--- src/rtl/sb_inject_queue.sv ---
// Injection stage for the bufferless deflection router: queues local flits and
// inserts the queue head into the lowest-indexed empty channel with an XY direction.
module sb_inject_queue #(
  parameter int NUM_CH       = 4,
  parameter int COORD_W      = 3,
  parameter int FLIT_W       = 11,
  parameter int DEPTH        = 4,
  parameter int MY_ROW       = 4,
  parameter int MY_COL       = 4,
  parameter int STARVE_LIMIT = 8
) (
  input  logic                      clk,
  input  logic                      rst,
  input  logic [NUM_CH*FLIT_W-1:0]  ch_in,
  output logic [NUM_CH*FLIT_W-1:0]  ch_out,
  input  logic                      inj_valid,
  input  logic [FLIT_W-1:0]         inj_flit,
  output logic                      inj_ready,
  output logic [$clog2(DEPTH):0]    fifo_count,
  output logic                      starve
);

  localparam int AW     = $clog2(DEPTH);
  localparam int CW     = $clog2(DEPTH) + 1;
  localparam int SW     = $clog2(STARVE_LIMIT + 1);
  localparam int VLD    = FLIT_W - 1;
  localparam int DIR_LO = 2 * COORD_W;

  localparam logic [COORD_W-1:0] MY_ROW_C = COORD_W'(MY_ROW);
  localparam logic [COORD_W-1:0] MY_COL_C = COORD_W'(MY_COL);
  localparam logic [CW-1:0]      DEPTH_C  = CW'(DEPTH);
  localparam logic [SW-1:0]      LIMIT_C  = SW'(STARVE_LIMIT);

  logic [FLIT_W-1:0]        mem_q [DEPTH];
  logic [AW-1:0]            wr_ptr_q, wr_ptr_d;
  logic [AW-1:0]            rd_ptr_q, rd_ptr_d;
  logic [CW-1:0]            count_q, count_d;
  logic [SW-1:0]            starve_cnt_q, starve_cnt_d;
  logic [NUM_CH*FLIT_W-1:0] ch_out_q, ch_out_d;

  logic                     full, empty, push, pop, found;
  logic [NUM_CH-1:0]        sel;
  logic [FLIT_W-1:0]        head, inj_word;
  logic [COORD_W-1:0]       head_row, head_col;
  logic [2:0]               dir;

  assign head      = mem_q[rd_ptr_q];
  assign head_row  = head[2*COORD_W-1:COORD_W];
  assign head_col  = head[COORD_W-1:0];
  assign full      = (count_q == DEPTH_C);
  assign empty     = (count_q == '0);
  assign inj_ready = !full && !rst;
  assign push      = inj_valid && inj_ready;

  // One-hot pick of the lowest-indexed channel whose valid bit is clear.
  always_comb begin
    sel   = '0;
    found = 1'b0;
    for (int unsigned i = 0; i < NUM_CH; i++) begin
      if (!found && !ch_in[i*FLIT_W + VLD]) begin
        sel[i] = 1'b1;
        found  = 1'b1;
      end
    end
  end

  assign pop = !empty && found;

  always_comb begin
    if (head_col > MY_COL_C)      dir = 3'd0;
    else if (head_col < MY_COL_C) dir = 3'd1;
    else if (head_row > MY_ROW_C) dir = 3'd2;
    else if (head_row < MY_ROW_C) dir = 3'd3;
    else                          dir = 3'd4;
  end

  always_comb begin
    inj_word                    = head;
    inj_word[VLD]               = 1'b1;
    inj_word[DIR_LO+2:DIR_LO]   = dir;
  end

  always_comb begin
    ch_out_d = ch_in;
    for (int unsigned i = 0; i < NUM_CH; i++) begin
      if (pop && sel[i]) ch_out_d[i*FLIT_W +: FLIT_W] = inj_word;
    end
  end

  always_comb begin
    wr_ptr_d = wr_ptr_q;
    rd_ptr_d = rd_ptr_q;
    count_d  = count_q;
    if (push) wr_ptr_d = wr_ptr_q + AW'(1);
    if (pop)  rd_ptr_d = rd_ptr_q + AW'(1);
    case ({push, pop})
      2'b10:   count_d = count_q + CW'(1);
      2'b01:   count_d = count_q - CW'(1);
      default: count_d = count_q;
    endcase
  end

  always_comb begin
    starve_cnt_d = starve_cnt_q;
    if (empty || pop)               starve_cnt_d = '0;
    else if (starve_cnt_q != LIMIT_C) starve_cnt_d = starve_cnt_q + SW'(1);
  end

  always_ff @(posedge clk) begin
    if (rst) begin
      wr_ptr_q     <= '0;
      rd_ptr_q     <= '0;
      count_q      <= '0;
      starve_cnt_q <= '0;
      ch_out_q     <= '0;
    end else begin
      wr_ptr_q     <= wr_ptr_d;
      rd_ptr_q     <= rd_ptr_d;
      count_q      <= count_d;
      starve_cnt_q <= starve_cnt_d;
      ch_out_q     <= ch_out_d;
    end
  end

  // Storage needs no reset: push is already gated off while rst is high.
  always_ff @(posedge clk) begin
    if (push) mem_q[wr_ptr_q] <= inj_flit;
  end

  assign ch_out     = ch_out_q;
  assign fifo_count = count_q;
  assign starve     = (starve_cnt_q == LIMIT_C);

endmodule

--- config.mk ---
export PLATFORM = sky130hd
export DESIGN_NAME = sb_inject_queue
export DESIGN_NICKNAME = d
export VERILOG_FILES = /design/src/rtl/sb_inject_queue.sv
export SDC_FILE = /design/constraint.sdc
export NUM_CORES = 1
export LEC_CHECK = 0
export CAP_MARGIN = 25
export CORE_MARGIN = 1.5
export CORE_UTILIZATION = 35
export CTS_BUF_LIST = sky130_fd_sc_hd__clkbuf_4 sky130_fd_sc_hd__clkbuf_8 sky130_fd_sc_hd__clkbuf_16
export CTS_CLUSTER_DIAMETER = 200
export DETAILED_ROUTE_END_ITERATION = 8
export SLEW_MARGIN = 30
export SYNTH_ARGS = -nofsm -noshare
export SYNTH_HDL_FRONTEND = slang
export SYNTH_SLANG_ARGS = --single-unit
--- constraint.sdc ---
create_clock -name clk -period 2.9 [get_ports clk]
set_input_delay 0.435 -clock clk [delete_from_list [all_inputs] [get_ports clk]]
set_output_delay 0.435 -clock clk [all_outputs]
set_load 0.01 [all_outputs]
==> run summary <==
status - complete, no violations
LEAKAGE - 1.68 nW
RSZ-0062 raised after global routing - false
# rows - 36
Synth Area in Compound Gates - 18.7%
placer congestion estimate - 0.787
largest net degree at the start of global routing - 38
Worst-Margin Slew - 0.729 ns
First-pass DRT Iterations - 4
DRC violations left - 0
post-cts resize count - 0
fraction of registers with async set/reset - 0%
initial antenna violation count - 0
warning count from the yosys run - 0
DRT antenna net count - 0
Tcrit/Tclk final - 80.0%
IO Pins - 107
crit path max-delay cell type - dfxtp_1
skew final - 0.0127 ns
largest family of logic cells by synthesized area - compound AO/OA/AOI/OAI gates
DIE AREA - 10,600 sq um
1st-iter DRT viols - 117
DR WL/cell - 16.7 microns
Clock Pin Slew Worst Setup and Hold Paths - 0.09 ns
Initial Util - 35.8%
Min-Delay Path Class - input port to flop
mapped cell area - 3490 sq um
die outline height - 103 microns
post-synth cell types - 43
Worst setup SP type - flop
VDD IR-drop max - 0.355 mV
total number of vias - 2,763
mean cell area of the mapped netlist - 11.3 sq um
arrival time at the worst endpoint - 2.60 ns
pwr/cell area - 717 nW/um^2
Fin. Hold Viols - 0
Area Overhead vs Synth - 39.9%
area share of and/or/nand/nor cells after synthesis - 9.76%
Max Cap Viol - 0
first-pass GRT wire length - 13,800 microns
Largest stage delay, worst path - 0.54 ns
xor/xnor cell area share of the yosys netlist - 1.26%
leading area contributor after synthesis - dfxtp_1
critical path class - flop to flop
total gr overflow - 0
post-synth top area share - 32.7%
CTS tree - done
highest clock rate - 0.431 GHz
Final Power - 3.49 mW
Critical Path Most Common Cell - inv_1
routed wire length - 9070 microns
Root Driver - clkbuf_8
Setup WS post-layout - 0.580 ns
count leader, synth - dfxtp_1
CORE AREA - 9730 sq um
proportion of layout cells with a drive suffix above 1 - 11.7%
commonest cells in the netlist - dfxtp_1 (57), a21oi_1 (40), edfxtp_1 (28)
clock sinks - 85
clock buffer depth - 2
vias in the first global route - 2,755
Clk Latency, worst-skew pair - 0.36 ns
# nets final - 471
crit path cell chain - nor3b_1, buf_4, nor3_1, inv_1, ha_1, inv_1, fa_1, xor2_1, or3_1, a21oi_1
vias per cell - 5.09
Pins Over Slew Limit - 0
critical path fanouts, max - 10
slew margin rel. - 51.1%
min cycle time layout - 2.32 ns
setup repair bufs after CTS - 0
post-synthesis register bit count - 85
Filler Cells Inserted - 908
adder-cell area share of the yosys netlist - 3.09%
Seq/Total Area, Yosys - 56.9%
Setup WS pre-CTS - 0.333 ns
Synth area leaders - dfxtp_1 (33%), edfxtp_1 (24%), a21oi_1 (5.7%), mux4_2 (3.9%), nand3_1 (3.3%)
ANT cells - 0
GRT Overall Usage - 17.5%
H-tree depth - 3
HPWL after detailed placement - 6390 microns
CP Capture Type - flop
multiplexer share of the synthesized area - 5.24%
Synth Flop Type - dfxtp_1
number of synthesized flops with an enable pin - 28
# port buffers - 102
Post-Syn Nets - 375
Final setup viols - 0
CTS buffer count - 9
post-synthesis cell count - 309
CTS Hold Buffers Added - 0
Setup TNS Final - 0 ns
chip width - 103 microns
Req. time, crit path - 3.18 ns
## power breakdown
| group | switching (mW) | total, mW | internal (mW) |
|---|---|---|---|
| clock | 0.433 | 0.932 | 0.499 |
| combinational | 0.600 | 1.10 | 0.497 |
| sequential | 0.110 | 1.47 | 1.36 |
## metrics by stage
stage / hold slack, ns / instances / area, sq um / utilization [%]
floorplan: 0.453 / 309 / 3490 / -
CTS: 0.399 / 543 / 4880 / 50.1
global route: 0.409 / 543 / 4880 / 50.1
detailed placement: 0.484 / 527 / 4650 / 47.8
global placement: 0.479 / 527 / 4640 / 47.7
finish: 0.414 / 543 / 4880 / 50.1
## cell usage in the layout (no fill, tap or decap), types with 4 or more instances in the layout
master | netlist | layout
clkdlybuf4s50_1 | 0 | 101
o211ai_1 | 6 | 6
nand3_1 | 23 | 23
nand4_1 | 8 | 8
o31ai_2 | 4 | 5
buf_4 | 0 | 11
and2_1 | 4 | 4
edfxtp_1 | 28 | 28
o21ai_0 | 20 | 20
dfxtp_1 | 57 | 57
a311oi_1 | 4 | 4
mux4_2 | 6 | 6
o31ai_1 | 10 | 9
ha_1 | 7 | 7
a21oi_1 | 40 | 40
o41ai_2 | 4 | 4
inv_1 | 12 | 12
nor2_1 | 10 | 10
clkbuf_8 | 0 | 11
## layer usage
| metal | vias up | global-route usage [%] | part of all wire (%) |
|---|---|---|---|
| met5 | - | 0 | 0 |
| met4 | 0 | 7.59 | 1.0 |
| met3 | 8 | 4.27 | 6.4 |
| met2 | 93 | 29.0 | 46 |
| met1 | 1319 | 21.8 | 46 |
| li1 | 1343 | - | - |
## state kept, by name (all words and copies together), names as in the netlist, named ones only
| name | cells |
|---|---|
| starve_cnt_q | 4 |
| rd_ptr_q | 2 |
| fifo_count | 3 |
| wr_ptr_q | 2 |
| ch_out | 44 |
| mem_q | 28 |
## kinds of logic after synthesis
group | after synthesis
AOI/OAI and AO/OA | 99
DFF | 85
and+or+nand+nor | 60
buffers and inverters | 43
muxes | 9
adders and majority gates | 8
xor gates and xnor gates | 5
## worst max-delay path: cells and delay by family (launching register included)
family          cells  cell delay [ns]
simple gates        3             0.59
flops               1             0.54
xor+xnor            1             0.16
compound gates      1             0.13
fa+ha+maj           2             0.55
buf+inv             3             0.29
## final cells by class
cell class | instances | area [sq um] | area share, %
well taps | 133 | 166 | 3.41
inverters | 15 | 56.3 | 1.15
clock buffers | 12 | 176 | 3.62
repair buffers | 113 | 1100 | 22.5
multi-input cells | 181 | 1350 | 27.6
clock inverters | 4 | 51.3 | 1.05
flip-flops and latches | 85 | 1980 | 40.6
## final timing paths
kind / from / end / slack [ns] / depth (start not counted)
max reg2reg: fifo_count[2]$_SDFFE_PP0P_ / fifo_count[2]$_SDFFE_PP0P_ / 0.58 / 10
min: rst / fifo_count[1]$_SDFFE_PP0P_ / 0.41 / 2
min reg2reg: rd_ptr_q[1]$_SDFFE_PP0N_ / flop / 0.48 / 2
max: fifo_count[2]$_SDFFE_PP0P_ / fifo_count[2]$_SDFFE_PP0P_ / 0.58 / 10
Note: power is estimated with default switching activity, not from simulation.
==> RTL change 1, RTL diff (config.mk and constraints unchanged) <==
Change the parameter `NUM_CH` from 4 to 3.
--- a/src/rtl/sb_inject_queue.sv
+++ b/src/rtl/sb_inject_queue.sv
@@ -2,5 +2,5 @@
 // inserts the queue head into the lowest-indexed empty channel with an XY direction.
 module sb_inject_queue #(
-  parameter int NUM_CH       = 4,
+  parameter int NUM_CH       = 3,
   parameter int COORD_W      = 3,
   parameter int FLIT_W       = 11,
Interface: changed (resized ch_in and ch_out); port bits go from 107 to 85. No check against the original RTL was run, so the function may have changed too.
==> RTL change 1 against the unedited design <==
  * Area after synthesis fell by 14%
  * Total power shrank 14%
  * Combinational power shrank 12%
  * Highest routed layer unchanged
  * Largest cell class unchanged
  * Synthesized cell count down 16%
  * Final area down 16%
  * Sequential power down 14%
  * Sequential cell count fell by 11
  * Wire length down 22%
  * Clock power is 19% lower
  * Clock skew about the same
  * Critical path type unchanged
  * Worst setup slack lost 0.023 ns
  * First-iteration DRC count is 16% lower
==> RTL change 1: results (changes against the unedited design) <==
* Clock Latency Late Sink: 0.34 ns (was 0.36 ns)
* Met3 wire len: 392 um (was 581 um)
* Global-route usage over all layers: 0.161 (was 0.175)
- Number of clock sinks: 74 (was 85)
- The maximum number of pins on one net before global-route repair came to 41 (was 38).
- The compound-cell area share of the yosys netlist is 0.158 (was 0.187).
- The wire length on met1 was 3270 um (was 4180 um).
* Placed Cells incl. Taps: 434 (was 527)
- Number of vias in the routed layout: 2256 (was 2763)
* Final Skew: 0.0128 ns (was 0.0127 ns)
* Run status: finished clean (unchanged)
* DRC marker count from the first detailed-route iteration: 98 (was 117)
* Post-layout nets: 395 (was 471)
* Most area-consuming cells after synthesis: sky130_fd_sc_hd__dfxtp_1, sky130_fd_sc_hd__edfxtp_1, sky130_fd_sc_hd__a21oi_1 (unchanged)
- The share of the synthesized netlist area taken by xor and xnor gates came to 0.0146 (was 0.0126).
- Peak supply drop: 0.317 mV (was 0.355 mV)
* Fraction of area in clock buffers and inverters: 0.0454 (was 0.0467)
* Met2 capacity usage during global routing: 0.268 (was 0.290)
- Class of the worst hold path: reg2reg (was in2reg)
* Leakage power figure: 1.44 nW (was 1.68 nW)
- Multi-input combinational cell area: 0.00110 sq mm (was 0.00135 sq mm)
- The overall routed net length is 7080 um (was 9070 um).
- The global-route met3 utilization is 0.0351 (was 0.0427).
- Post-Synth Adder-Cell Area: 0.0360 (was 0.0309)
- The sequential share of cell area was 0.429 (was 0.406).
- The post-DP HPWL is 4950 um (was 6390 um).
- Multiplexer fraction of the synthesized cell area: 0.0623 (was 0.0524)
- Post-detailed-placement cell area: 0.00390 sq mm (was 0.00465 sq mm)
* Multi-input comb cells: 152 (was 181)
* Crit path max-delay cell type: sky130_fd_sc_hd__nor3b_1 (was sky130_fd_sc_hd__dfxtp_1)
- Data arrival time at the worst-slack endpoint: 2.62 ns (was 2.60 ns)
- Post-Synthesis Net Count: 316 (was 375)
* Routability cong.: 0.692 (was 0.787)
* Layout Utilization: 0.497 (was 0.501)
RTL change 1: cell count changes after synthesis, sizes merged, moves of 2 or more:
cell | before | now
dfxtp | 57 | 46
o31ai | 14 | 7
o311ai | 3 | 1
nand4 | 8 | 0
clkinv | 3 | 1
a21oi | 40 | 33
o41ai | 4 | 2
clkbuf | 21 | 17
buf | 7 | 4
RTL change 1: worst paths after layout:
path	depth (start not counted)	startpoint	end	slack [ns]
hold reg to reg	2	rd_ptr_q[1]	rd_ptr_q[1]	0.50
hold / removal	2	rd_ptr_q[1]	rd_ptr_q[1]	0.50
setup reg to reg	9	fifo_count[0]	fifo_count[2]	0.56
setup / recovery	9	fifo_count[0]	fifo_count[2]	0.56
RTL change 1: power breakdown:
| group | switching (mW) | internal [mW] |
|---|---|---|
| clock | 0.370 | 0.381 |
| sequential | 0.0724 | 1.19 |
| combinational | 0.525 | 0.447 |
| total | 0.968 | 2.02 |
==> RTL change 2, RTL diff (config.mk and constraints unchanged) <==
Without the edit above. Reset style: asynchronous (`rst`), changed in one clocked block.
--- a/src/rtl/sb_inject_queue.sv
+++ b/src/rtl/sb_inject_queue.sv
@@ -107,5 +107,5 @@
   end
 
-  always_ff @(posedge clk) begin
+  always_ff @(posedge clk or posedge rst) begin
     if (rst) begin
       wr_ptr_q     <= '0;
Behaviour: differs if rst is asserted again (counterexample within 4 cycles, from zero or initial values and one cycle with rst high); with rst held inactive, the same outputs for 10 cycles.
==> RTL change 2 against the unedited design <==
  * Total power is 1.5% higher
  * Final area is 2.6% lower
  * Via count is 20% lower
  * Wire length is 17% lower
  * Worst setup slack better by 0.064 ns
  * Sequential cell count is 2 lower
  * Area after synthesis is 3.2% lower
  * Highest routed layer unchanged
  * Fmax is 2.8% higher
==> RTL change 2: results (changes against the unedited design) <==
- Run status: finished clean (unchanged)
- The switching part of the total came to 0.314 (was 0.327).
- Power in the clock group: 734 uW (was 932 uW)
* Worst-case reg-to-reg path depth: 3 (was 10)
- The slew of the pin with the lowest slew margin came to 0.867 ns (was 0.729 ns).
* Vias in the first global route: 2346 (was 2755)
- Critical register-to-register path startpoint: rd_ptr_q[0] (was fifo_count[2])
- Post-Synthesis Net Count: 291 (was 375)
- The max-cap violation count came to 0 (unchanged).
* Pin count of the biggest net entering global routing: 26 (was 38)
- The filler cell count in the final layout came to 839 (was 908).
- Maximum fanout count along the critical path: 4 (was 10)
* Clock Latency Late Sink: 0.34 ns (was 0.36 ns)
- The detail-routed via count per cell was 4.68 (was 5.09).
- The overall routing resource usage came to 0.154 (was 0.175).
* Peak supply drop: 0.341 mV (was 0.355 mV)
- The post-DP HPWL came to 5490 um (was 6390 um).
- The sequential share of the synthesized area came to 0.657 (was 0.569).
* Post-layout nets: 405 (was 471)
- Number of vias in the routed layout: 2211 (was 2763)
- The ratio of cells with drive above 1 in the final layout is 0.166 (was 0.117).
- The type of the worst min-delay path is in2async (was in2reg).
- Yosys warning total: 0 (unchanged)
- EDFF count, synth: 28 (unchanged)
- The worst clock skew is 0.00729 ns (was 0.0127 ns).
- The worst setup slack for register-to-register paths came to 0.72 ns (was 0.58 ns).
* Largest register FFs: 44 (unchanged)
- Commonest cells post-synth: sky130_fd_sc_hd__dfrtp_1, sky130_fd_sc_hd__edfxtp_1, sky130_fd_sc_hd__mux2_2, sky130_fd_sc_hd__inv_1, sky130_fd_sc_hd__o21ai_0 (was sky130_fd_sc_hd__dfxtp_1, sky130_fd_sc_hd__a21oi_1, sky130_fd_sc_hd__edfxtp_1, sky130_fd_sc_hd__nand3_1, sky130_fd_sc_hd__clkbuf_1)
* Routability cong.: 0.819 (was 0.787)
- Setup TNS Final: 0 ns (unchanged)
* Endpoint of the most critical register-to-register path: ch_out[40] (was fifo_count[2])
- Post-synthesis average cell area: 15.0 sq um (was 11.3 sq um)
* Number of post-CTS setup repair buffers: 0 (unchanged)
* Routed WL: 7510 um (was 9070 um)
- Combinational cell fraction of total power: 0.342 (was 0.314)
- The post-synthesis cell type count was 37 (was 43).
- The async set or reset register ratio after synthesis is 0.663 (was 0).
- Initial DRT Pass Iterations: 4 (unchanged)
- The number of buffers inserted by port buffering came to 102 (unchanged).
- Most area-consuming cells after synthesis: sky130_fd_sc_hd__dfrtp_1, sky130_fd_sc_hd__edfxtp_1, sky130_fd_sc_hd__mux2_2 (was sky130_fd_sc_hd__dfxtp_1, sky130_fd_sc_hd__edfxtp_1, sky130_fd_sc_hd__a21oi_1)
- The cell total after placement was 457 (was 527).
- The leakage dissipation came to 1.89 nW (was 1.68 nW).
- DRC marker count from the first detailed-route iteration: 86 (was 117)
* Data arrival time at the worst-slack endpoint: 1.82 ns (was 2.60 ns)
* Clock tree root driver cell: sky130_fd_sc_hd__clkbuf_8 (unchanged)
* First-pass GRT wire length: 11800 um (was 13800 um)
- Clock-pin slew was measured on the worst setup and hold paths at 0.08 ns.
==> RTL change 2: cell count changes in the layout (fill, tap and decap cells not counted), moves of 7 or more <==
cell and change:
sky130_fd_sc_hd__dfrtp_1 +55, sky130_fd_sc_hd__dfxtp_1 -57, sky130_fd_sc_hd__mux2_2 +25, sky130_fd_sc_hd__o21ai_0 -8, sky130_fd_sc_hd__nand3_1 -20, sky130_fd_sc_hd__a21oi_1 -39, sky130_fd_sc_hd__nand2_1 +7
==> RTL change 2: metal layers <==
metal | global-route usage | vias to the layer above | share of wire
met5 | 0 | - | 0
met4 | 0.0481 | 0 | 0.0097
met3 | 0.0400 | 5 | 0.053
met2 | 0.258 | 74 | 0.49
met1 | 0.198 | 1096 | 0.45
li1 | - | 1036 | -
==> RTL change 2: layout make-up <==
type | count | area share
Clock buffer | 12 | 0.0321
Inverter | 18 | 0.0142
Multi-Input combinational cell | 116 | 0.220
Timing Repair Buffer | 111 | 0.229
Sequential cell | 83 | 0.467
Clock inverter | 3 | 0.00342
Tap cell | 129 | 0.0340
==> RTL change 2: logic make-up after synthesis <==
logic type,share of synthesized area
buffers and inverters,0.0326
XOR/XNOR,0.0234
AO/OA/AOI/OAI,0.0604
multiplexers,0.136
flip-flops,0.657
AND/OR/NAND/NOR,0.0582
adder cells (fa/ha/maj),0.0319
==> RTL change 2: stage by stage <==
| stage | instance area (sq um) | util | hold WS, ns | setup WS [ns] | power (mW) |
|---|---|---|---|---|---|
| floorplan | 3370 | - | 0.505 | 0.766 | 2.28 |
| global placement | 4580 | 0.494 | 0.537 | 0.367 | 2.84 |
| detailed placement | 4580 | 0.494 | 0.539 | 0.341 | 2.86 |
| CTS | 4750 | 0.512 | 0.526 | 0.619 | 3.61 |
| global route | 4750 | 0.512 | 0.560 | 0.542 | 3.77 |
| finish | 4750 | 0.512 | 0.521 | 0.644 | 3.55 |
==> RTL change 2: worst max path at each step <==
stage / end / cells after the start / startpoint
2_1_floorplan: fifo_count[2] / 10 / fifo_count[1]
3_3_place_gp: fifo_count[2] / 9 / ch_in[21]
3_5_place_dp: fifo_count[2] / 9 / ch_in[21]
4_1_cts: starve / 5 / starve_cnt_q[0]
5_1_grt: ch_out[40] / 3 / rd_ptr_q[0]
6_report: starve / 5 / starve_cnt_q[0]
==> RTL change 2: worst max-delay path: stages, from the launching register on <==
cell and delay [ns]:
sky130_fd_sc_hd__dfrtp_1 0.43, sky130_fd_sc_hd__inv_1 0.07, sky130_fd_sc_hd__ha_1 0.14, sky130_fd_sc_hd__nand3b_1 0.15, sky130_fd_sc_hd__inv_1 0.11, sky130_fd_sc_hd__clkdlybuf4s50_1 0.58
